$ cat config.mk
export PLATFORM = sky130hd
export DESIGN_NAME = edc_secded_pipe
export DESIGN_NICKNAME = d
export VERILOG_FILES = /design/src/rtl/edc_secded_pipe.sv
export SDC_FILE = /design/constraint.sdc
export NUM_CORES = 1
export LEC_CHECK = 0
export BUFFER_PORTS_ARGS = -buffer_cell sky130_fd_sc_hd__buf_2
export CAP_MARGIN = 15
export CORE_AREA = 3 3 90 135
export CTS_CLUSTER_DIAMETER = 100
export DETAILED_ROUTE_END_ITERATION = 16
export DIE_AREA = 0 0 93 138
export PLACE_DENSITY = 0.87
export SLEW_MARGIN = 40
export SYNTH_ARGS = -nofsm -noshare
export SYNTH_HDL_FRONTEND = slang
export SYNTH_SLANG_ARGS = --single-unit
$ cat constraint.sdc
create_clock -name i_clk -period 3.2 [get_ports i_clk]
set_input_delay 0.16 -clock i_clk [delete_from_list [all_inputs] [get_ports i_clk]]
set_output_delay 0.16 -clock i_clk [all_outputs]
set_load 0.05 [all_outputs]
$ cat src/rtl/edc_secded_pipe.sv
// Two-stage SEC-DED (extended Hamming) encoder / checker / corrector.
// Valid/ready on both sides; saturating correctable/uncorrectable counters.
module edc_secded_pipe #(
  parameter int DATA_WIDTH = 32,
  parameter int ECC_WIDTH  = 7,
  parameter int CNT_WIDTH  = 16
) (
  input  logic                  i_clk,
  input  logic                  i_reset_n,
  input  logic                  i_valid,
  output logic                  o_ready,
  input  logic                  i_write,
  input  logic [DATA_WIDTH-1:0] i_data,
  input  logic [ECC_WIDTH-1:0]  i_ecc,
  output logic                  o_valid,
  input  logic                  i_ready,
  output logic [DATA_WIDTH-1:0] o_data,
  output logic [ECC_WIDTH-1:0]  o_ecc,
  output logic                  o_err_corr,
  output logic                  o_err_uncorr,
  input  logic                  i_cnt_clr,
  output logic [CNT_WIDTH-1:0]  o_cnt_corr,
  output logic [CNT_WIDTH-1:0]  o_cnt_uncorr
);

  localparam int PW = ECC_WIDTH - 1;
  localparam int N  = DATA_WIDTH + ECC_WIDTH - 1;

  // Code position of data bit j: j-th non-power-of-two position in 1..N.
  function automatic int dpos(input int j);
    int idx;
    int r;
    idx = 0;
    r   = 0;
    for (int q = 1; q <= N; q++) begin
      if ((q & (q - 1)) != 0) begin
        if (idx == j) r = q;
        idx++;
      end
    end
    return r;
  endfunction

  logic                  s1_v_q, s1_v_d;
  logic                  s1_wr_q;
  logic [DATA_WIDTH-1:0] s1_data_q;
  logic [PW-1:0]         s1_syn_q;
  logic                  s1_ov_q;

  logic                  s2_v_q, s2_v_d;
  logic [DATA_WIDTH-1:0] s2_data_q;
  logic [ECC_WIDTH-1:0]  s2_ecc_q;
  logic                  s2_corr_q, s2_unc_q;

  logic [CNT_WIDTH-1:0]  cnt_corr_q, cnt_corr_d;
  logic [CNT_WIDTH-1:0]  cnt_unc_q, cnt_unc_d;

  logic [PW-1:0]         enc_p;
  logic [DATA_WIDTH-1:0] flip;
  logic                  s2_free, s1_adv, accept;

  for (genvar k = 0; k < PW; k++) begin : g_p
    logic [DATA_WIDTH-1:0] m;
    for (genvar j = 0; j < DATA_WIDTH; j++) begin : g_m
      localparam int P = dpos(j);
      assign m[j] = P[k];
    end
    assign enc_p[k] = ^(i_data & m);
  end

  for (genvar j = 0; j < DATA_WIDTH; j++) begin : g_f
    localparam int P = dpos(j);
    assign flip[j] = (s1_syn_q == PW'(P));
  end

  assign s2_free = !s2_v_q || i_ready;
  assign s1_adv  = s1_v_q && s2_free;
  assign o_ready = !s1_v_q || s1_adv;
  assign accept  = i_valid && o_ready;

  logic                  syn_big;
  logic                  rd_corr, rd_unc;
  logic [DATA_WIDTH-1:0] fix_data;

  always_comb begin
    syn_big  = (32'(s1_syn_q) > 32'(N));
    rd_corr  = s1_ov_q && !syn_big;
    rd_unc   = (s1_ov_q && syn_big) || (!s1_ov_q && (|s1_syn_q));
    fix_data = rd_corr ? (s1_data_q ^ flip) : s1_data_q;
  end

  always_comb begin
    s1_v_d = s1_v_q;
    if (accept)      s1_v_d = 1'b1;
    else if (s1_adv) s1_v_d = 1'b0;
    s2_v_d = s2_v_q;
    if (s1_adv)       s2_v_d = 1'b1;
    else if (i_ready) s2_v_d = 1'b0;
  end

  always_ff @(posedge i_clk or negedge i_reset_n) begin
    if (!i_reset_n) begin
      s1_v_q    <= 1'b0;
      s1_wr_q   <= 1'b0;
      s1_data_q <= '0;
      s1_syn_q  <= '0;
      s1_ov_q   <= 1'b0;
    end else begin
      s1_v_q <= s1_v_d;
      if (accept) begin
        s1_wr_q   <= i_write;
        s1_data_q <= i_data;
        s1_syn_q  <= i_write ? enc_p : (enc_p ^ i_ecc[PW-1:0]);
        s1_ov_q   <= i_write ? (^i_data ^ ^enc_p) : (^i_data ^ ^i_ecc);
      end
    end
  end

  always_ff @(posedge i_clk or negedge i_reset_n) begin
    if (!i_reset_n) begin
      s2_v_q    <= 1'b0;
      s2_data_q <= '0;
      s2_ecc_q  <= '0;
      s2_corr_q <= 1'b0;
      s2_unc_q  <= 1'b0;
    end else begin
      s2_v_q <= s2_v_d;
      if (s1_adv) begin
        s2_data_q <= s1_wr_q ? s1_data_q : fix_data;
        s2_ecc_q  <= {s1_ov_q, s1_syn_q};
        s2_corr_q <= !s1_wr_q && rd_corr;
        s2_unc_q  <= !s1_wr_q && rd_unc;
      end
    end
  end

  // Clear has priority over a same-cycle increment.
  always_comb begin
    cnt_corr_d = cnt_corr_q;
    cnt_unc_d  = cnt_unc_q;
    if (i_cnt_clr) begin
      cnt_corr_d = '0;
      cnt_unc_d  = '0;
    end else if (s2_v_q && i_ready) begin
      if (s2_corr_q && !(&cnt_corr_q)) cnt_corr_d = cnt_corr_q + 1'b1;
      if (s2_unc_q && !(&cnt_unc_q))   cnt_unc_d  = cnt_unc_q + 1'b1;
    end
  end

  always_ff @(posedge i_clk or negedge i_reset_n) begin
    if (!i_reset_n) begin
      cnt_corr_q <= '0;
      cnt_unc_q  <= '0;
    end else begin
      cnt_corr_q <= cnt_corr_d;
      cnt_unc_q  <= cnt_unc_d;
    end
  end

  assign o_valid      = s2_v_q;
  assign o_data       = s2_data_q;
  assign o_ecc        = s2_ecc_q;
  assign o_err_corr   = s2_corr_q;
  assign o_err_uncorr = s2_unc_q;
  assign o_cnt_corr   = cnt_corr_q;
  assign o_cnt_uncorr = cnt_unc_q;

endmodule

# Word-level counts from Yosys, hierarchy flattened
# Index checks and enable logic that the tools add are counted.
dict set report classes {
  n_reduce_logical 39
  mul 0
  eq_ne 32
  mux 14
  bitwise 4
  div 0
  shifts 0
  n_lt_le_gt_ge 1
  add_sub_neg 2
}
# op count
set op_table {}
lappend op_table {{$reduce_xor 32->1} 7}
lappend op_table {{$mux 16} 6}
lappend op_table {{$eq 6x5->1 const B} 15}
lappend op_table {{$mux 32} 2}
lappend op_table {{$eq 6x4->1 const B} 7}
lappend op_table {{$eq 6x6->1 const B} 6}
lappend op_table {{$add 16x1->16 const B} 2}
lappend op_table {{$reduce_and 16->1} 2}
lappend op_table {{$xor 32x32->32} 1}
lappend op_table {{$eq 6x3->1 const B} 3}
lappend op_table {{$logic_and 1x1->1} 10}
lappend op_table {{$reduce_bool 2->1} 5}
lappend op_table {{$logic_not 1->1} 7}
lappend op_table {{$reduce_xor 7->1} 1}
lappend op_table {{$eq 6x2->1 const B} 1}
lappend op_table {{$gt 6x6->1 const B} 1}
lappend op_table {{$mux 6} 1}
lappend op_table {{$reduce_or 6->1} 1}
lappend op_table {{$reduce_xor 6->1} 1}
lappend op_table {{$xor 6x6->6} 1}
lappend op_table {{$mux 1} 5}
lappend op_table {{$reduce_and 2->1} 2}
lappend op_table {{$logic_or 1x1->1} 3}
lappend op_table {{$xor 1x1->1} 2}
dict set report word_totals {
  latchBits 0
  n_memories 0
  ramBits 0
  regBits 115
  rom_bits 0
  input_bits 45
  word_cells 104
}

# Logic depth before layout (Yosys ltp)
# Gate-level depths: netlist (run 1).
dict set report depth {
  ltp_word 6
  depth_mapped 8
  depth_no_buf 7
}

# Least setup slack after synthesis (run 1)
# No wires, ideal clock.
dict set report synth_path {
  path_kind {register to register}
  from {register s2_v_q (netlist: o_valid)}
  to {register s1_data_q[17]}
  arrival_time_ns 2.333
  path_slack_ns 0.742
  n_path_buf 1
  required_ns 3.075
  synth_period_minus_slack_ns 2.458
  stages_incl_launch_ff 5
  setup_time_ns 0.125
  cell_sequence {dfrtp_1 nand3b_1 nand2_2 buf_1 mux2_2}
}
dict set report synth_between {
  elab_chain_cells 5
}
# item line
set synth_lines {}
lappend synth_lines {{from (decl)} 50} ;# logic s2_v_q, s2_v_d;
lappend synth_lines {{from (signal assigned)} 127} ;# s2_v_q <= s2_v_d;
lappend synth_lines {{$logic_not 1->1} 76} ;# assign s2_free = !s2_v_q || i_ready;
lappend synth_lines {{$logic_or 1x1->1} 76}
lappend synth_lines {{$logic_and 1x1->1} 77} ;# assign s1_adv = s1_v_q && s2_free;
lappend synth_lines {{$logic_or 1x1->1} 78} ;# assign o_ready = !s1_v_q || s1_adv;
lappend synth_lines {{via o_ready} 11} ;# output logic o_ready,
lappend synth_lines {{$logic_and 1x1->1} 79} ;# assign accept = i_valid && o_ready;
lappend synth_lines {{to (signal assigned)} 112} ;# s1_data_q <= i_data;
lappend synth_lines {{to (decl)} 46} ;# logic [DATA_WIDTH-1:0] s1_data_q;
# The timed path passes the listed nets, and every way through them passes these cells.
# A chain may end at the register's enable or synchronous reset.

# Final worst setup path (run 1)
dict set report layout_path {
  from {input port i_data[12]}
  to {register s1_ov_q}
}
dict set report layout_between {
  elab_chain_cells 4
}
# item line
set layout_lines {}
lappend layout_lines {{from (decl)} 13} ;# input logic [DATA_WIDTH-1:0] i_data,
lappend layout_lines {{$reduce_xor 32->1} 68} ;# assign enc_p[k] = ^(i_data & m);
lappend layout_lines {{$reduce_xor 6->1} 114} ;# s1_ov_q <= i_write ? (^i_data ^ ^enc_p) : (^i_data ^ ^i_ecc);
lappend layout_lines {{$xor 1x1->1} 114}
lappend layout_lines {{$mux 1 *} 114}
lappend layout_lines {{to (signal assigned)} 114}
lappend layout_lines {{to (decl)} 48} ;# logic s1_ov_q;
# Every way passes the cells marked *; elsewhere a longest branch is shown, timed or not.

==> insert_results.sql, run 1 <==
INSERT INTO impl_metrics (metric_group, metric, value, unit) VALUES
('global_route', 'grt_antenna_before_repair', '0', ''),
('worst_setup_path', 'crit_required', '3540', 'ps'),
('worst_setup_path', 'crit_path_max_fanout', '2', ''),
('final_layout', 'mostFrequentLayoutCell', 'buf_2', ''),
('timing', 'timing.clock.skew', '10.09', 'ps'),
('drt', 'via_count', '4606', ''),
('yosys', 'ys.flop_type', 'dfrtp_1', ''),
('yosys', 'syn_nets', '621', ''),
('power', 'intPower', '3.805', 'mW'),
('yosys', 'ys_ff_latch', '115', ''),
('flow_run', 'drv.max_cap_violation_count', '0', ''),
('floorplanning', 'die_area', '12830', 'um^2'),
('worst_setup_path', 'reg2regPathDepth', '6', ''),
('floorplanning', 'dieWidth', '93', 'um'),
('place', 'placed_cells', '819', ''),
('timing', 'sum_of_negative_setup_slack', '0', 'ps'),
('floorplanning', 'floorplan.initialDensity', '54.82', '%'),
('place', 'global_placer_s_final_weighted_congestion', '0.8900', ''),
('drt', 'ant_nets', '0', ''),
('timing', 'max-slew-margin-rel', '51.74', '%'),
('yosys', 'synthCells', '574', ''),
('final_layout', 'area_growth_syn_to_layout', '23.20', '%'),
('power', 'netSwitchingFraction', '36.15', '%'),
('status', 'status', 'finished clean', ''),
('drt', 'drt-wirelength-per-cell', '17.39', 'um'),
('timing', 'timing.final.max_slew_violations', '0', ''),
('worst_setup_path', 'criticalPathCategory', 'in2reg', ''),
('drt', 'avgViaCountPerCell', '5.393', ''),
('timing', 'setup-violations-final', '0', ''),
('power', 'pwr-share-comb', '33.7', '%'),
('worst_hold_path', 'min_from', 'i_valid', ''),
('timing', 'period_needed', '2388', 'ps'),
('final_layout', 'post_route_cells_drive_above_1_share', '27.58', '%'),
('cts', 'tritoncts', 'yes', ''),
('global_route', 'grt_util_all_layers', '24.23', '%'),
('global_route', 'grt_first_pass_wirelength', '24240', 'um'),
('worst_setup_path', 'critPathLaunchType', 'input port', ''),
('yosys', 'total_standard_cell_area_after_synthesis', '6061', 'um^2'),
('cts', 'cts_root_buf', 'clkbuf_16', ''),
('cts', 'clock_insertion_delay_worst_skew', '410', 'ps'),
('power', 'seq_power_share', '32.8', '%'),
('yosys', 'ys_types', '41', ''),
('floorplanning', 'design.portCount', '120', ''),
('timing', 'clock.fmax', '418.7', 'MHz'),
('global_route', 'grt_start_max_net_pins', '69', ''),
('worst_setup_path', 'cp_data_arrival_time', '2720', 'ps'),
('power', 'clock_share_of_power', '33.5', '%'),
('cts', 'clock_tree.buffer_depth', '2', ''),
('power', 'power_density', '798.0', 'nW/um^2'),
('timing', 'rsz0062_at_grt', 'false', ''),
('power', 'vdd_ir_drop_max', '0.4806', 'mV'),
('floorplanning', 'floorplan_core_area', '11060', 'um^2'),
('global_route', 'grt_overflow', '0', ''),
('worst_setup_path', 'endpoint_kind', 'flop', ''),
('place', 'buffer_ports.inserted', '119', ''),
('worst_hold_path', 'endpoint_of_the_worst_hold_timing_path', 's1_v_q', ''),
('power', 'leakagePower', '3.462', 'nW'),
('drt', 'drt_iter0_markers', '241', ''),
('yosys', 'synth-seq-area-share', '47.48', '%'),
('worst_setup_path', 'reg2reg_to', 'o_cnt_uncorr[12]', ''),
('drt', 'detailed_route_wire_length', '14850', 'um'),
('floorplanning', 'core.rowCount', '47', ''),
('floorplanning', 'dieHeight', '138', 'um'),
('cts', 'post_cts_resized', '0', ''),
('global_route', 'vias_in_the_first_global_route', '4830', ''),
('cts', 'clock_slew_at_reported_path_ffs', '60', 'ps'),
('yosys', 'yosys_warnings', '0', ''),
('worst_hold_path', 'hold_depth', '2', ''),
('final_layout', 'filler_cell_count', '845', ''),
('final_layout', 'finalNonFillerCells', '854', ''),
('timing', 'final-hold-violation-count', '0', '');
## power groups by stage
stage	Combinational (mW)	Clock, mW	Sequential, mW
global route	2.13	2.08	1.98
global placement	1.93	0	1.94
CTS	2.02	2.02	1.95
floorplan	1.05	0	2.38
detailed placement	2.00	0	1.97
finish	2.01	2.00	1.96
## critical path, stage by stage
cell	delay (ps)
dlygate4sd3_1	540
buf_2	130
xnor3_1	400
xnor3_1	250
xnor3_2	450
xnor3_1	390
or3_1	320
o211ai_2	80
## layout make-up
type	instances	area [um^2]	share of cell area, %
repair buffers	125	663.1	8.881
multi-input cells	431	3090	41.39
clock inverters	12	180.2	2.413
clock buffers	20	456.7	6.116
flip-flops and latches	115	2878	38.54
inverters	4	15.01	0.2011
well taps	147	183.9	2.463
## state kept, by name, indices dropped and copies added (netlist names)
| signal | count |
|---|---|
| s1_ov_q | 1 |
| s1_v_q | 1 |
| o_cnt_uncorr | 16 |
| s1_wr_q | 1 |
| o_ecc | 7 |
| s1_data_q | 32 |
| o_cnt_corr | 16 |
| o_data | 32 |
| s1_syn_q | 6 |
| o_err_uncorr | 1 |
| o_valid | 1 |
| o_err_corr | 1 |
## cell families (layout without fill, tap and decap cells)
| family | Yosys count | after routing | share of synthesized area (%) |
|---|---|---|---|
| and+or+nand+nor | 212 | 212 | 16.12 |
| xor gates and xnor gates | 123 | 123 | 22.34 |
| DFF | 115 | 115 | 47.48 |
| AOI/OAI and AO/OA | 58 | 58 | 5.285 |
| muxes | 36 | 36 | 6.627 |
| buffers and inverters | 28 | 161 | 1.734 |
| adders and majority gates | 2 | 2 | 0.4128 |
## Yosys cell counts, types with 2 or more instances
cell type | number | area (um^2)
and4_1 | 3 | 26.28
mux2i_1 | 3 | 30.03
xnor3_2 | 2 | 47.55
nor2b_1 | 7 | 43.79
clkbuf_1 | 21 | 78.83
ha_1 | 2 | 25.02
a21oi_1 | 4 | 20.02
nand2b_1 | 10 | 62.56
inv_1 | 4 | 15.01
o21ai_0 | 44 | 220.2
dfrtp_1 | 115 | 2878
xnor2_1 | 58 | 508.0
or3_1 | 6 | 37.54
nand4_1 | 11 | 68.82
nand3_1 | 22 | 110.1
a31oi_1 | 3 | 18.77
nand3b_1 | 2 | 15.01
xor2_1 | 45 | 394.1
nor3_1 | 7 | 35.03
xnor3_1 | 15 | 337.8
nand2_1 | 85 | 319.1
nor2_1 | 46 | 172.7
and3b_1 | 2 | 17.52
mux2_2 | 33 | 371.6
and3_1 | 3 | 18.77
buf_1 | 3 | 11.26
nor4_1 | 2 | 12.51
and2_1 | 3 | 18.77
## how the worst max path moves through the flow
stage	cells after the start	startpoint	to	slack, ps
after floorplan	4	o_valid	s1_data_q[17]	740
after global placement	7	i_data[17]	s1_ov_q	960
after detailed placement	6	o_cnt_uncorr[7]	o_cnt_uncorr[12]	820
after CTS	7	o_cnt_corr[0]	o_cnt_corr[5]	800
after global routing	8	i_data[12]	s1_ov_q	770
final	8	i_data[12]	s1_ov_q	810
## metrics by stage
stage	hold slack (ps)	setup slack, ps	instance area (um^2)
2_1_floorplan	-135.6	742.1	6061
6_report	11.09	811.7	7467
5_1_grt	20.71	766.0	7467
3_5_place_dp	210.6	821.6	6795
3_3_place_gp	202.0	964.5	6790
4_1_cts	2.732	798.0	7462
## routing by layer
| metal | track usage [%] | part of all wire [%] |
|---|---|---|
| met3 | 4.891 | 5.4 |
| met1 | 27.43 | 38 |
| met4 | 10.58 | 3.2 |
| met5 | 0 | 0 |
| met2 | 43.45 | 54 |
## repair_timing
| item | CTS | global route |
|---|---|---|
| hold buffers | 3 | 0 |
| hold endpoints to repair | 49 | 0 |
| setup buffers | 0 | 0 |
(Power assumes the default switching activity.)
==> run 2, diff against run 1 <==
clock period = 2.3 ns   (was 3.2 ns; I/O delays follow)
==> run 2 against run 1 <==
  * Utilization up 2.7 points
  * Combinational power increased by 49%
  * Sequential cell count is the same
  * Hold slack better by 9.7 ps
  * Via count is 5.8% higher
  * Clock power grew 38%
  * Count of clock-buffer cells in the layout up 1
  * Cell area is 4.0% higher
  * Routed wire length is 11% higher
==> insert_results.sql, run 2 (same netlist as run 1, synthesis figures left out) <==
INSERT INTO impl_metrics (metric_group, metric, value, unit) VALUES
('worst_setup_path', 'crit_path_max_fanout', '3', ''),
('place', 'post-dp-hpwl', '11740', 'um'),
('place', 'buffer_ports.inserted', '119', ''),
('worst_setup_path', 'criticalPathCategory', 'in2reg', ''),
('final_layout', 'post-route-cell-area', '7766', 'um^2'),
('timing', 'max-slew-margin-rel', '56.05', '%'),
('final_layout', 'layout.nets', '770', ''),
('worst_setup_path', 'endpoint_kind', 'flop', ''),
('worst_hold_path', 'hold_path_class', 'in2reg', ''),
('cts', 'cts_root_buf', 'clkbuf_16', ''),
('global_route', 'grt_overflow', '0', ''),
('worst_setup_path', 'cp_data_arrival_time', '2630', 'ps'),
('floorplanning', 'design.portCount', '120', ''),
('worst_setup_path', 'reg2reg_to', 'o_cnt_uncorr[14]', ''),
('worst_setup_path', 'r2r-start', 'o_cnt_uncorr[7]', ''),
('drt', 'avgViaCountPerCell', '5.526', ''),
('worst_setup_path', 'critical_path_buf_inv_count', '2', ''),
('global_route', 'grt_start_max_net_pins', '71', ''),
('final_layout', 'final_cell_mix', '118 x buf_2, 114 x dfrtp_1, 84 x nand2_1', ''),
('worst_hold_path', 'endpoint_of_the_worst_hold_timing_path', 's1_data_q[20]', ''),
('global_route', 'grt_util_all_layers', '26.05', '%'),
('floorplanning', 'floorplan_core_area', '11060', 'um^2'),
('timing', 'setup-violations-final', '0', ''),
('floorplanning', 'floorplan.initialDensity', '54.82', '%'),
('global_route', 'vias_in_the_first_global_route', '5088', ''),
('timing', 'timing.final.max_slew_violations', '0', ''),
('timing', 'min_period_over_period', '99.91', '%'),
('place', 'place_area', '6884', 'um^2'),
('timing', 'period_needed', '2298', 'ps'),
('worst_setup_path', 'critPathSlowestCell', 'dlygate4sd3_1', ''),
('worst_setup_path', 'crit_required', '2630', 'ps'),
('floorplanning', 'die_area', '12830', 'um^2'),
('cts', 'clock_slew_at_reported_path_ffs', '50', 'ps'),
('cts', 'tritoncts', 'yes', ''),
('flow_run', 'drv.max_cap_violation_count', '0', ''),
('worst_hold_path', 'min_from', 'i_data[20]', ''),
('drt', 'drt-wirelength-per-cell', '18.69', 'um'),
('worst_setup_path', 'slowest_delay', '540', 'ps'),
('worst_setup_path', 'setup.reg_to_reg.worst_slack', '170', 'ps'),
('global_route', 'grt_first_pass_wirelength', '25920', 'um'),
('worst_setup_path', 'critPathLaunchType', 'input port', ''),
('drt', 'ant_nets', '0', ''),
('final_layout', 'post_route_cells_drive_above_1_share', '28.44', '%'),
('worst_setup_path', 'timing.critical_path.cells', 'dlygate4sd3_1, buf_2, xnor2_1, xnor3_1, xnor2_2, xor3_1, xnor3_1, o211ai_2', ''),
('timing', 'tightest_slew', '656.8', 'ps'),
('global_route', 'grt_antenna_before_repair', '0', ''),
('timing', 'timing.clock.skew', '5.287', 'ps'),
('status', 'status', 'finished clean', ''),
('final_layout', 'mostFrequentLayoutCell', 'buf_2', ''),
('cts', 'cts.sink_count', '115', ''),
('cts', 'cts_inserted_buffers', '17', ''),
('floorplanning', 'dieHeight', '138', 'um'),
('power', 'vdd_ir_drop_max', '0.7753', 'mV'),
('timing', 'sum_of_negative_setup_slack', '0', 'ps'),
('timing', 'final-hold-violation-count', '0', ''),
('power', 'leakagePower', '3.625', 'nW'),
('drt', 'detail_route.drc_violations', '0', ''),
('cts', 'clock_insertion_delay_worst_skew', '410', 'ps'),
('power', 'power_density', '1085', 'nW/um^2'),
('cts', 'clock_tree.buffer_depth', '2', ''),
('final_layout', 'area_growth_syn_to_layout', '28.14', '%'),
('drt', 'detailed_route_wire_length', '16480', 'um'),
('cts', 'ctsHtreeMaxLevel', '4', ''),
('worst_setup_path', 'reg2regPathDepth', '7', ''),
('timing', 'clock.fmax', '435.2', 'MHz'),
('worst_setup_path', 'timing.critical_path.mode_cell', 'xnor3_1', ''),
('drt', 'drt_iter0_markers', '216', ''),
('place', 'global_placer_s_final_weighted_congestion', '0.9294', ''),
('floorplanning', 'core.rowCount', '47', ''),
('final_layout', 'num_antenna_cells', '0', ''),
('worst_hold_path', 'hold_depth', '2', ''),
('floorplanning', 'dieWidth', '93', 'um'),
('worst_setup_path', 'cpLargestDelayFamily', 'XOR/XNOR gates', ''),
('drt', 'dr.pass1.iters', '7', ''),
('drt', 'via_count', '4874', '');
run 2: cell count changes in the layout (fill, tap and decap cells not counted), moves of 3 or more:
| cell | previous run | this run |
|---|---|---|
| buf_4 | 3 | 13 |
| dlygate4sd3_1 | 3 | 20 |
| clkinvlp_4 | 5 | 2 |
| clkinv_2 | 1 | 4 |
| xnor2_1 | 58 | 55 |
run 2: timing repair:
action | 4_1_cts | 5_1_grt
setup endpoints to repair | 0 | 1
hold buffers | 20 | 0
buffers inserted | 0 | 3
gates resized for setup | 0 | 4
endpoints found under the hold margin | 124 | 0
run 2: where the power goes:
group	switching [mW]	total [mW]	leakage [nW]	internal (mW)
combinational	1.84	2.99	1.88	1.14
sequential	0.287	2.66	1.44	2.38
clock	0.892	2.77	0.305	1.88
total	3.02	8.42	3.63	5.40
run 2: metrics by stage:
| stage | worst slack (ps) | total power, mW | hold slack, ps | util [%] | std cells |
|---|---|---|---|---|---|
| floorplan | 5.060 | 4.763 | -180.6 | - | 574 |
| global placement | 92.03 | 5.439 | -15.00 | 62.27 | 828 |
| detailed placement | 36.44 | 5.541 | -7.640 | 62.27 | 828 |
| CTS | 0.6966 | 8.362 | 2.227 | 69.74 | 879 |
| global route | -26.26 | 8.736 | 19.95 | 70.25 | 882 |
| finish | 2.149 | 8.424 | 20.76 | 70.25 | 882 |
run 2: area by class of cell:
type | count | area, um^2
multi-input cells | 431 | 3114
well taps | 147 | 183.9
inverters | 4 | 15.01
flip-flops and latches | 115 | 2879
clock inverters | 10 | 155.1
fillers | 811 | 3289
repair buffers | 154 | 948.4
clock buffers | 21 | 470.5
run 2: worst register-to-register path: stages (launching register included):
cell       delay, ps
dfrtp_1          430
and4_1           280
and4_1           260
a2111oi_0        450
buf_4            200
and3_1           190
xnor2_1          120
nor2_1            60
run 2: worst max path at each step:
| stage | start | end | depth (start not counted) |
|---|---|---|---|
| after global routing | i_data[30] | s1_ov_q | 8 |
| after floorplan | o_cnt_uncorr[7] | o_cnt_uncorr[14] | 6 |
| after detailed placement | i_data[17] | s1_ov_q | 7 |
| final | i_data[30] | s1_ov_q | 8 |
| after global placement | i_data[17] | s1_ov_q | 7 |
| after CTS | i_data[16] | s1_ov_q | 8 |
run 2: layer usage:
metal | part of all wire [%] | vias to the layer above | track usage [%]
met5 | 0 | - | 0
met4 | 4.8 | 0 | 13.82
met3 | 6.1 | 60 | 6.141
met2 | 54 | 197 | 46.52
met1 | 35 | 2376 | 27.91
li1 | - | 2241 | -
==> run 3, diff against run 2 <==
CORE_AREA = 3 3 89 134   (was 3 3 90 135)
DIE_AREA = 0 0 92 137   (was 0 0 93 138)
PLACE_DENSITY = 0.89   (was 0.87)
==> run 3 against run 2 <==
  * Combinational power is 2% lower
  * Non-clock buffer count is 12 lower
  * Clock skew is 3.1 ps higher
  * Final cell count is 1.2% lower
  * Power is 1.8% lower
  * Critical path depth stayed put
  * Clock power is 3% lower
==> insert_results.sql, run 3 (same netlist as run 1, synthesis figures left out) <==
INSERT INTO impl_metrics (metric_group, metric, value, unit) VALUES
('status', 'status', 'finished clean', ''),
('floorplanning', 'dieWidth', '92', 'um'),
('power', 'netSwitchingFraction', '36.67', '%'),
('place', 'global_placer_s_final_weighted_congestion', '0.9095', ''),
('cts', 'clock_slew_at_reported_path_ffs', '60', 'ps'),
('worst_setup_path', 'slowest_delay', '540', 'ps'),
('worst_setup_path', 'r2r-start', 'o_cnt_corr[7]', ''),
('drt', 'wl_met1', '5605', 'um'),
('timing', 'timing.final.max_slew_violations', '0', ''),
('drt', 'dr.pass1.iters', '6', ''),
('cts', 'cts.sink_count', '115', ''),
('floorplanning', 'floorplan_core_area', '10940', 'um^2'),
('timing', 'period_needed', '2197', 'ps'),
('drt', 'detailed_route_wire_length', '15940', 'um'),
('worst_setup_path', 'cp_data_arrival_time', '2520', 'ps'),
('timing', 'max-slew-margin-rel', '55.16', '%'),
('worst_setup_path', 'critPathLaunchType', 'input port', ''),
('worst_hold_path', 'min_from', 'i_data[31]', ''),
('final_layout', 'final_cell_mix', '118 x buf_2, 114 x dfrtp_1, 84 x nand2_1', ''),
('global_route', 'grt_antenna_before_repair', '0', ''),
('cts', 'cts_setup_buffers', '0', ''),
('worst_setup_path', 'critPathLaunch', 'i_data[11]', ''),
('final_layout', 'mostFrequentLayoutCell', 'buf_2', ''),
('global_route', 'grt_start_max_net_pins', '71', ''),
('place', 'post-dp-hpwl', '11590', 'um'),
('global_route', 'grt_util_all_layers', '26.31', '%'),
('drt', 'ant_nets', '0', ''),
('final_layout', 'ff_latch_area', '2879', 'um^2'),
('global_route', 'vias_in_the_first_global_route', '5078', ''),
('power', 'vdd_ir_drop_max', '1.374', 'mV'),
('timing', 'setup-violations-final', '0', ''),
('flow_run', 'drv.max_cap_violation_count', '0', ''),
('cts', 'clock_insertion_delay_worst_skew', '400', 'ps'),
('worst_hold_path', 'hold_path_class', 'in2reg', ''),
('timing', 'min_period_over_period', '95.53', '%'),
('final_layout', 'fin_util', '69.65', '%'),
('drt', 'detailroute.wirelength.met2', '8927', 'um'),
('power', 'seq_power_share', '32.2', '%'),
('drt', 'routed-wl-met3', '853', 'um'),
('drt', 'dr.max_layer_used', 'met4', ''),
('final_layout', 'multi_input_comb_area', '3089', 'um^2'),
('timing', 'sum_of_negative_setup_slack', '0', 'ps'),
('drt', 'avgViaCountPerCell', '5.553', ''),
('final_layout', 'post-route-cell-area', '7619', 'um^2'),
('power', 'power.net_switching', '3.034', 'mW'),
('worst_setup_path', 'crit_path_max_fanout', '2', ''),
('worst_setup_path', 'timing.critical_path.mode_cell', 'xnor3_1', ''),
('cts', 'clock_tree.buffer_depth', '2', ''),
('cts', 'tritoncts', 'yes', ''),
('worst_setup_path', 'criticalPathCategory', 'in2reg', ''),
('place', 'place_area', '6877', 'um^2'),
('final_layout', 'post_route_cells_drive_above_1_share', '28.18', '%'),
('cts', 'ctsHtreeMaxLevel', '4', ''),
('final_layout', 'area_growth_syn_to_layout', '25.70', '%'),
('power', 'clock_share_of_power', '32.3', '%'),
('cts', 'cts_root_buf', 'clkbuf_16', ''),
('timing', 'final.hold.worst_slack', '13.31', 'ps'),
('drt', 'detail_route.drc_violations', '0', ''),
('worst_setup_path', 'critPathSlowestCell', 'dlygate4sd3_1', ''),
('worst_setup_path', 'endpoint_kind', 'flop', ''),
('floorplanning', 'floorplan.initialDensity', '55.41', '%'),
('power', 'intPower', '5.240', 'mW'),
('timing', 'timing.clock.skew', '8.350', 'ps'),
('global_route', 'grt_first_pass_wirelength', '25410', 'um'),
('power', 'power_density', '1086', 'nW/um^2'),
('timing', 'rsz0062_at_grt', 'false', ''),
('cts', 'cts_inserted_buffers', '17', ''),
('final_layout', 'layout.nets', '758', ''),
('floorplanning', 'die_area', '12600', 'um^2'),
('power', 'leakagePower', '3.544', 'nW'),
('power', 'power', '8.273', 'mW'),
('floorplanning', 'core.rowCount', '47', ''),
('drt', 'via_count', '4837', ''),
('timing', 'tightest_slew', '665.6', 'ps'),
('place', 'buffer_ports.inserted', '119', ''),
('drt', 'drt_iter0_markers', '298', ''),
('worst_setup_path', 'crit_required', '2630', 'ps'),
('global_route', 'grt_overflow', '0', ''),
('final_layout', 'num_antenna_cells', '0', ''),
('power', 'pwr-share-comb', '35.5', '%'),
('final_layout', 'filler_cell_count', '784', ''),
('floorplanning', 'design.portCount', '120', ''),
('timing', 'clock.fmax', '455.2', 'MHz'),
('worst_setup_path', 'timing.critical_path.cells', 'dlygate4sd3_1, buf_2, xnor3_1, xnor3_1, xnor3_1, xor2_1, xnor3_1, o211ai_2', ''),
('drt', 'drt-wirelength-per-cell', '18.30', 'um'),
('timing', 'final-hold-violation-count', '0', ''),
('floorplanning', 'dieHeight', '137', 'um'),
('worst_setup_path', 'setup.reg_to_reg.worst_slack', '250', 'ps');
-- run 3: cell count changes in the layout (fill, tap and decap cells not counted) --
cell / previous run / this run
a2111oi_0: 1 / 0
a2111oi_1: 0 / 1
buf_4: 13 / 9
bufinv_16: 4 / 3
clkbuf_8: 3 / 2
clkinv_2: 4 / 2
clkinv_4: 0 / 3
clkinvlp_4: 2 / 4
dlygate4sd3_1: 20 / 12
xnor2_1: 55 / 57
xnor2_2: 3 / 2
xnor2_4: 1 / 0
-- run 3: per-stage QoR --
| stage | std cells | setup WS (ps) |
|---|---|---|
| finish | 871 | 102.9 |
| global route | 871 | 29.82 |
| CTS | 871 | 77.89 |
| detailed placement | 827 | 0.3373 |
| global placement | 827 | 99.75 |
| floorplan | 574 | 5.060 |
-- run 3: critical path: cells and delay by family --
| family | cells | cell delay [ps] |
|---|---|---|
| compound gates | 1 | 150 |
| buf+inv | 2 | 680 |
| xor+xnor | 5 | 1580 |
-- run 3: path summary, 6_finish.rpt --
check                                  to  depth (start not counted)
min reg2reg                      o_ecc[6]                          2
min                         s1_data_q[31]                          2
max reg2reg                o_cnt_corr[15]                          6
max                               s1_ov_q                          8
max in group asynchronous    s1_data_q[6]                          3
min in group asynchronous   o_cnt_corr[5]                          2
-- run 3: what timing repair did --
item,in CTS,in global routing
gates resized for setup,0,2
setup endpoints to repair,0,3
hold endpoints to repair,85,0
hold buffers,12,0
-- run 3: area by class of cell --
class | count | share of cell area (%)
clock buffer | 20 | 5.994
clock inverter | 12 | 2.053
inverter | 4 | 0.1971
multi-input combinational | 431 | 40.55
sequential | 115 | 37.79
tap | 147 | 2.414
timing repair buffer | 142 | 11.00
-- run 3: routing by layer --
metal,track usage [%],vias to the layer above
met5,0,-
met4,12.89,0
met3,4.565,43
met2,49.92,210
met1,27.77,2381
li1,-,2203
-- run 3: power by group through the flow --
stage / Combinational, mW / Clock [mW] / Sequential (mW)
floorplan: 1.45 / 0 / 3.31
global placement: 2.77 / 0 / 2.66
detailed placement: 2.87 / 0 / 2.69
CTS: 2.93 / 2.70 / 2.65
global route: 3.09 / 2.81 / 2.71
finish: 2.93 / 2.68 / 2.66
